===== src/rtl/tx_link_pkg.sv =====
// Shared types, default parameters and a width helper for the transmit link scheduler.
// Latency: n/a (declarations only).
// Backpressure: n/a (declarations only).
package tx_link_pkg;

   typedef enum logic [1:0] {
      IDLE = 2'd0,
      XMIT = 2'd1,
      GAP  = 2'd2
   } link_state_t;

   localparam int DEF_N_REQ     = 4;
   localparam int DEF_TIMEOUT   = 8;
   localparam int DEF_MAX_RETRY = 2;

   // $clog2 that never returns 0, so a counter for range 0..0 still gets one bit.
   function automatic int clog2_min1(input int v);
      return (v <= 2) ? 1 : $clog2(v);
   endfunction

endpackage


===== src/rtl/tx_link_scheduler_arbiter.sv =====
// Round-robin pick: first set req at or after ptr, wrapping modulo N.
// Latency: purely combinational.
// Backpressure: none; valid low when no request is pending.
// Ports: req (request vector), ptr (search start), winner (index), valid (any request).
module rr_arbiter
   import tx_link_pkg::*;
#(
   parameter int N = DEF_N_REQ
) (
   input  logic [N-1:0]         req,
   input  logic [$clog2(N)-1:0] ptr,
   output logic [$clog2(N)-1:0] winner,
   output logic                 valid
);

   localparam int W = $clog2(N);

   // One extra bit so ptr + i cannot overflow before the explicit wrap,
   // which keeps non-power-of-two N correct.
   logic [W:0] cand;

   always_comb begin
      winner = '0;
      valid  = 1'b0;
      cand   = '0;
      for (int i = 0; i < N; i++) begin
         cand = {1'b0, ptr} + (W+1)'(i);
         if (cand >= (W+1)'(N)) begin
            cand = cand - (W+1)'(N);
         end
         if (!valid && req[cand[W-1:0]]) begin
            valid  = 1'b1;
            winner = cand[W-1:0];
         end
      end
   end

endmodule


===== src/rtl/tx_link_scheduler.sv =====
// Shares one transmitter->receiver link among N_REQ requesters with round-robin grant, timeout and bounded retry.
// Latency: grant/transmiter one edge after req is seen in IDLE; done/err registered one edge after ack/final timeout.
// Backpressure: level req held by requesters; link held until ack or retries exhausted, 1-cycle GAP between attempts.
// Ports: clk, rst (sync, active-high); req[N_REQ] in; recevier (ack) in;
//        grant[N_REQ] one-hot owner, transmiter, done/err pulses, busy, spurious_ack (sticky) out.
module tx_link_scheduler
   import tx_link_pkg::*;
#(
   parameter int N_REQ     = DEF_N_REQ,
   parameter int TIMEOUT   = DEF_TIMEOUT,
   parameter int MAX_RETRY = DEF_MAX_RETRY
) (
   input  logic             clk,
   input  logic             rst,
   input  logic [N_REQ-1:0] req,
   input  logic             recevier,
   output logic [N_REQ-1:0] grant,
   output logic             transmiter,
   output logic [N_REQ-1:0] done,
   output logic [N_REQ-1:0] err,
   output logic             busy,
   output logic             spurious_ack
);

   localparam int RR_W = $clog2(N_REQ);
   localparam int TC_W = $clog2(TIMEOUT);
   localparam int RT_W = clog2_min1(MAX_RETRY + 1);

   link_state_t     state;
   logic [RR_W-1:0] rr;
   logic [RR_W-1:0] owner;
   logic [TC_W-1:0] tcnt;
   logic [RT_W-1:0] retries;
   logic            retry_pending;

   logic [RR_W-1:0] arb_win;
   logic            arb_vld;
   logic [RR_W-1:0] next_rr;

   rr_arbiter #(.N(N_REQ)) u_arb (
      .req    (req),
      .ptr    (rr),
      .winner (arb_win),
      .valid  (arb_vld)
   );

   // Explicit wrap: N_REQ need not be a power of two.
   assign next_rr = (owner == RR_W'(N_REQ - 1)) ? '0 : owner + RR_W'(1);

   function automatic logic [N_REQ-1:0] onehot(input logic [RR_W-1:0] idx);
      logic [N_REQ-1:0] v;
      v      = '0;
      v[idx] = 1'b1;
      return v;
   endfunction

   always_ff @(posedge clk) begin
      if (rst) begin
         state         <= IDLE;
         rr            <= '0;
         owner         <= '0;
         tcnt          <= '0;
         retries       <= '0;
         retry_pending <= 1'b0;
         grant         <= '0;
         transmiter    <= 1'b0;
         done          <= '0;
         err           <= '0;
         busy          <= 1'b0;
         spurious_ack  <= 1'b0;
      end else begin
         done <= '0;
         err  <= '0;

         // An ack outside a transmit window only flags; it never steers the FSM.
         if (recevier && state != XMIT) begin
            spurious_ack <= 1'b1;
         end

         case (state)
            XMIT: begin
               if (recevier) begin
                  // Ack wins over a coincident timeout.
                  done          <= onehot(owner);
                  grant         <= '0;
                  transmiter    <= 1'b0;
                  retry_pending <= 1'b0;
                  rr            <= next_rr;
                  state         <= GAP;
               end else if (tcnt == TC_W'(TIMEOUT - 1)) begin
                  grant      <= '0;
                  transmiter <= 1'b0;
                  state      <= GAP;
                  if (retries < RT_W'(MAX_RETRY)) begin
                     retries       <= retries + RT_W'(1);
                     retry_pending <= 1'b1;
                  end else begin
                     err           <= onehot(owner);
                     retry_pending <= 1'b0;
                     rr            <= next_rr;
                  end
               end else begin
                  tcnt <= tcnt + TC_W'(1);
               end
            end

            IDLE, GAP: begin
               if (state == GAP && retry_pending) begin
                  // Retry the same owner without re-arbitrating.
                  retry_pending <= 1'b0;
                  grant         <= onehot(owner);
                  transmiter    <= 1'b1;
                  tcnt          <= '0;
                  state         <= XMIT;
               end else if (arb_vld) begin
                  // Arbitrating straight out of GAP gives the 1-cycle minimum gap.
                  owner      <= arb_win;
                  grant      <= onehot(arb_win);
                  transmiter <= 1'b1;
                  busy       <= 1'b1;
                  tcnt       <= '0;
                  retries    <= '0;
                  state      <= XMIT;
               end else begin
                  busy  <= 1'b0;
                  state <= IDLE;
               end
            end

            default: begin
               grant      <= '0;
               transmiter <= 1'b0;
               busy       <= 1'b0;
               state      <= IDLE;
            end
         endcase
      end
   end

endmodule


===== config.mk =====
export PLATFORM = sky130hd
export DESIGN_NAME = tx_link_scheduler
export DESIGN_NICKNAME = d
export VERILOG_FILES = /design/src/rtl/tx_link_pkg.sv /design/src/rtl/tx_link_scheduler_arbiter.sv /design/src/rtl/tx_link_scheduler.sv
export SDC_FILE = /design/constraint.sdc
export NUM_CORES = 1
export LEC_CHECK = 0
export BUFFER_PORTS_ARGS = -buffer_cell sky130_fd_sc_hd__buf_2
export CORE_MARGIN = 2
export CORE_UTILIZATION = 54
export DETAILED_ROUTE_END_ITERATION = 7
export PLACE_DENSITY_LB_ADDON = 0.25
export SETUP_SLACK_MARGIN = 0.4
export SLEW_MARGIN = 10
export SYNTH_ARGS = -nofsm -noshare
export SYNTH_HDL_FRONTEND = slang
export SYNTH_SLANG_ARGS = --single-unit

===== constraint.sdc =====
create_clock -name clk -period 2.1 [get_ports clk]
set_clock_uncertainty 0.1 [all_clocks]
set_input_delay 0.105 -clock clk [delete_from_list [all_inputs] [get_ports clk]]
set_output_delay 0.105 -clock clk [all_outputs]
set_load 0.01 [all_outputs]

==> flow_summary.json, run 1 <==
{
  "status": "completed",
  "synth_top_area_share_pct": 42.9,
  "hold_violations": 0,
  "cp_top_family": "simple AND/OR/NAND/NOR gates",
  "grt_max_degree": 20,
  "hpwl_microns": 2010,
  "synth_area_per_cell_sq_um": 9.26,
  "antenna_cells": 0,
  "synthesis.area_sq_um": 1260,
  "die_h_microns": 52.3,
  "core_sq_um": 2210,
  "crit_chain": "a21oi_2, nand2_1, or4_1, a21oi_1",
  "cp.required_ps": 2260,
  "p_sw_share_pct": 27.5,
  "cpMaxStageDelayCell": "or4_1",
  "start_kind": "register",
  "sequentialPowerShare_pct": 60.6,
  "ys_warn_count": 0,
  "fin_nets": 172,
  "rows": 17,
  "synthTopCellsByCount": "dfxtp_1, a21oi_1, nor2_1",
  "drc": 0,
  "regArea_sq_um": 546,
  "syn_inst": 136,
  "cts_made_buffers": 3,
  "via_per_inst": 5.92,
  "fin_crit_ps": 1640,
  "insertion_delay_ps": 320,
  "yosysTopAreaCell": "dfxtp_1",
  "crit_fanout": 7,
  "area_delta_synth_final_pct": 15.0,
  "grt_remaining_overflow": 0,
  "drive_above_1_share_pct": 25.9,
  "cap_violations": 0,
  "holdCritPathClass": "in2reg",
  "die_w_microns": 52.3,
  "gp_congestion": 0.921,
  "p_int_uw": 658,
  "final_max_slew_viol_count": 0,
  "cts_tree": "done",
  "tightest_slew_ps": 789,
  "antenna_found_initial": 0,
  "clkSinkCount": 27,
  "synth_nets": 149,
  "cts.clk_slew.worst_paths_ps": 150,
  "drt.antenna.violating_nets": 0,
  "setup_tns_ps": 0,
  "cp-end-kind": "register",
  "power.leakage_uw": 0.000613,
  "rsz0062_at_grt": "yes",
  "wl_microns": 2780,
  "power_switching_uw": 250,
  "synth-edff-count": 0,
  "synthArstFlopShare_pct": 0,
  "root_buffer": "clkbuf_4",
  "stdcell_count": 186,
  "dr.pass1.iters": 4,
  "irDropWorstVdd_mv": 0.563,
  "port_buffers": 21,
  "grt_pass1_wl_microns": 4350,
  "ios": 22,
  "drtIter0Drc": 63,
  "grt_pass1_vias": 1020,
  "post-route-period-util_pct": 78.1,
  "cts_buffer_depth": 2,
  "ys_types": 43,
  "fmax_mhz": 609,
  "hold_buffers": 0,
  "worstSetupPathType": "reg2reg",
  "setup_viol": 0,
  "cp.arrival_ps": 1800,
  "ys.flop_type": "dfxtp_1",
  "fill_cells": 186,
  "yosysMostFrequentCell": "dfxtp_1",
  "critical-path-max-stage-delay_ps": 480,
  "multi_input_area_sq_um": 686,
  "die-area_sq_um": 2730,
  "place_inst": 179,
  "relSlewSlack_pct": 46.9,
  "p_comb_share_pct": 15.0,
  "path_buf_inv": 0,
  "power.density_nw_per_um2": 627,
  "grt_util_all_layers_pct": 21.3,
  "power.total_uw": 907,
  "start_util_pct": 56.9,
  "synth_area_leaders": "dfxtp_1, a21oi_1, ha_1",
  "yosysSeqAreaShare_pct": 42.9,
  "vias": 1101,
  "htreeDepth": 1,
  "avgRoutedWirePerCell_microns": 14.9,
  "synth-seq-cells": 27,
  "p_clk_share_pct": 24.3
}
==> stage by stage <==
step	util, %	area [sq um]	setup slack [ps]	hold WS (ps)
floorplan	-	1260	408	219
global route	65.4	1450	371	44.4
finish	65.4	1450	459	47.4
global placement	61.0	1350	294	349
CTS	63.8	1410	395	40.3
detailed placement	61.0	1350	219	366
==> area by class of cell <==
cell class | count | share of cell area, %
Tap cell | 28 | 2.42
Inverter | 6 | 1.56
Sequential cell | 27 | 37.7
Clock buffer | 3 | 1.56
Multi-Input combinational cell | 97 | 47.4
Clock inverter | 1 | 0.346
Timing Repair Buffer | 24 | 9.08
==> metal layers <==
layer	track usage (%)	part of all wire [%]	vias to the layer above
met4	8.55	1.3	0
met2	36.3	48	49
met1	26.3	44	507
met5	0	0	-
met3	4.00	6.6	4
li1	-	-	541
==> state kept, by name, summed over array words and instances (netlist names) <==
| name | cells |
|---|---|
| done | 4 |
| err | 4 |
| grant | 4 |
| tcnt | 3 |
| owner | 2 |
| retries | 2 |
| rr | 2 |
| state | 2 |
| busy | 1 |
| retry_pending | 1 |
| spurious_ack | 1 |
| transmiter | 1 |
==> power by group through the flow <==
stage	registers [uW]	logic, uW	clock network, uW
2_1_floorplan	560	87.8	0
3_3_place_gp	558	125	0
3_5_place_dp	559	128	0
4_1_cts	548	132	226
5_1_grt	553	149	253
6_report	550	136	221
==> kinds of logic (layout without fill, tap and decap cells) <==
group           after synthesis  count (layout)  synth area share [%]
fa+ha+maj                     6               6                  5.96
buf+inv                      12              34                  5.67
simple gates                 46              46                  21.0
mux                           1               1                 0.795
flops                        27              27                  42.9
xor+xnor                      1               1                 0.696
compound gates               43              43                  23.0
==> layout by cell type (no fill, tap or decap), types with 2 or more instances in the layout <==
master and count:
o21ai_0 3, buf_4 2, and3_1 2, nor3_1 3
nor2_1 14, ha_1 4, dfxtp_1 23, clkbuf_4 3
dfxtp_2 4, o22ai_1 2, inv_1 6, and2_1 8
o221ai_1 2, ha_4 2, a21oi_1 16, o21a_1 2
buf_2 21, nand2_1 7, o32ai_1 2, a22oi_1 5
==> path summary, 6_finish.rpt <==
kind / startpoint / end / slack, ps / cells after the start
worst min register to register: busy$_SDFFE_PP0P_ / busy$_SDFFE_PP0P_ / 400 / 2
worst max-delay path: state[1]$_SDFFE_PP0P_ / owner[0]$_SDFFE_PP0P_ / 460 / 4
worst max register to register: state[1]$_SDFFE_PP0P_ / owner[0]$_SDFFE_PP0P_ / 460 / 4
worst min-delay path: rst / tcnt[0]$_SDFFE_PP0P_ / 50 / 2
==> repair_timing <==
action                                  in CTS  in global routing
pin swaps                                    3                  3
buffers inserted                             2                  1
resized for setup                            4                  8
endpoints found under the setup margin      13                 14
gates cloned                                 0                  0
(Power assumes the default switching activity.)
==> run 2: changes to the inputs <==
- clock period: 2.1 -> 1.6 ns (I/O delays scaled with it)
==> flow_summary.json, run 2 (synthesis gave the netlist of run 1 again) <==
{
  "drc": 0,
  "holdPathStages": 3,
  "grt_util_all_layers_pct": 28.5,
  "hold_violations": 0,
  "rsz0062_at_grt": "yes",
  "antenna_found_initial": 0,
  "drtIter0Drc": 24,
  "cp.required_ps": 1750,
  "die_h_microns": 52.3,
  "insertion_delay_ps": 330,
  "final_max_slew_viol_count": 0,
  "irDropWorstVdd_mv": 0.642,
  "final_cell_mix": "dfxtp_1, buf_2, buf_4, a21oi_1, nor2_1",
  "tightest_slew_ps": 531,
  "min-delay-start": "rst",
  "multi_input_area_sq_um": 818,
  "worstRegToRegCells": 7,
  "avgRoutedWirePerCell_microns": 18.6,
  "area_delta_synth_final_pct": 45.3,
  "ff2ff_setup_slack_ps": -110,
  "post-route-period-util_pct": 107,
  "rows": 17,
  "worstSetupPathType": "reg2reg",
  "power.total_uw": 1320,
  "placed_cell_area_sq_um": 1480,
  "cap_violations": 0,
  "gp_congestion": 0.814,
  "r2r-end": "grant[2]$_SDFFE_PP0P_",
  "antenna_cells": 0,
  "root_buffer": "clkbuf_4",
  "cp-end-kind": "register",
  "hpwl_microns": 2300,
  "drt.antenna.violating_nets": 0,
  "via_per_inst": 5.90,
  "cp.arrival_ps": 1860,
  "vias": 1245,
  "cts_made_buffers": 3,
  "grt_pass1_vias": 1194,
  "die-area_sq_um": 2730,
  "drive_above_1_share_pct": 50.3,
  "cts.clk_slew.worst_paths_ps": 150,
  "place_inst": 188,
  "crit_fanout": 6,
  "reg2reg_from": "tcnt[0]$_SDFFE_PP0P_",
  "setup_tns_ps": -662,
  "grt_max_degree": 16,
  "wl_microns": 3920,
  "power.leakage_uw": 0.000770,
  "setup_viol": 12,
  "regArea_sq_um": 556,
  "violations": "setup timing",
  "cts_buffer_depth": 2,
  "power.density_nw_per_um2": 723,
  "clkSinkCount": 27,
  "fmax_mhz": 584,
  "relSlewSlack_pct": 64.4,
  "die_w_microns": 52.3,
  "reg_top3": "done x4, err x4, grant x4",
  "grt_remaining_overflow": 0,
  "port_buffers": 21,
  "hold_end": "retry_pending$_SDFFE_PP0P_",
  "stdcell_count": 211,
  "htreeDepth": 1,
  "core_sq_um": 2210,
  "grt_pass1_wl_microns": 5680,
  "worst_slack_ps": -113,
  "status": "complete, but fails checks",
  "design_area_sq_um": 1830,
  "holdCritPathClass": "in2reg",
  "fin_crit_ps": 1710,
  "ios": 22,
  "start_util_pct": 56.9,
  "fill_cells": 129,
  "start_kind": "register",
  "cts_tree": "done",
  "dr.pass1.iters": 4,
  "fin_nets": 197
}
run 2: cell count changes in the layout (fill, tap and decap cells not counted), sizes merged:
cell         change
buf             +23
clkinvlp         +1
dlygate4sd3      +2
inv              -1
run 2: metal layers:
layer  track usage, %  wire length, microns
met2             51.5                  2000
met5                0                     0
met1             34.5                  1720
met3             3.43                   128
met4             9.40                    73
run 2: worst max-delay path by stage:
stage,start,to,slack (ps),cells past startpoint
6_report,tcnt[0]$_SDFFE_PP0P_,grant[2]$_SDFFE_PP0P_,-110,7
5_1_grt,tcnt[0]$_SDFFE_PP0P_,grant[3]$_SDFFE_PP0P_,-200,7
4_1_cts,tcnt[0]$_SDFFE_PP0P_,grant[0]$_SDFFE_PP0P_,-70,7
3_5_place_dp,tcnt[1]$_SDFFE_PP0P_,grant[0]$_SDFFE_PP0P_,-40,7
3_3_place_gp,tcnt[1]$_SDFFE_PP0P_,grant[0]$_SDFFE_PP0P_,10,7
2_1_floorplan,tcnt[0]$_SDFFE_PP0P_,grant[1]$_SDFFE_PP0P_,-8,6
run 2: timing repair:
action	CTS	global route
cloned	0	0
resized for setup	27	16
endpoints found under the setup margin	26	27
endpoints found under the hold margin	6	3
hold buffers	1	1
buffers inserted	13	4
pin swaps	22	18
run 2: critical path, stage by stage, from the launching register on:
cell	delay, ps
dfxtp_2	360
ha_4	160
ha_4	160
nor4b_4	290
buf_6	170
a21o_1	170
a22oi_1	100
o32ai_1	120
run 2: final cells by class:
| cell class | count | area share, % |
|---|---|---|
| Multi-Input combinational cell | 97 | 44.7 |
| Sequential cell | 27 | 30.4 |
| Timing Repair Buffer | 49 | 20.0 |
| Tap cell | 28 | 1.92 |
| Inverter | 6 | 1.44 |
| Clock buffer | 3 | 1.23 |
| Clock inverter | 1 | 0.274 |
run 2: stage by stage:
step           utilization [%]  setup WS (ps)  hold WS [ps]
2_1_floorplan                -          -7.71           186
3_3_place_gp              66.9           14.5           303
3_5_place_dp              66.9          -41.6           307
4_1_cts                   77.7          -65.5         -59.6
5_1_grt                   82.7           -198          39.7
6_report                  82.7           -113          34.4
run 2: power breakdown:
group | internal [uW] | switching, uW | leakage [uW]
Clock | 94.0 | 207 | 0.0000177
Combinational | 141 | 158 | 0.000529
Sequential | 696 | 27.1 | 0.000223
Total | 931 | 392 | 0.000770
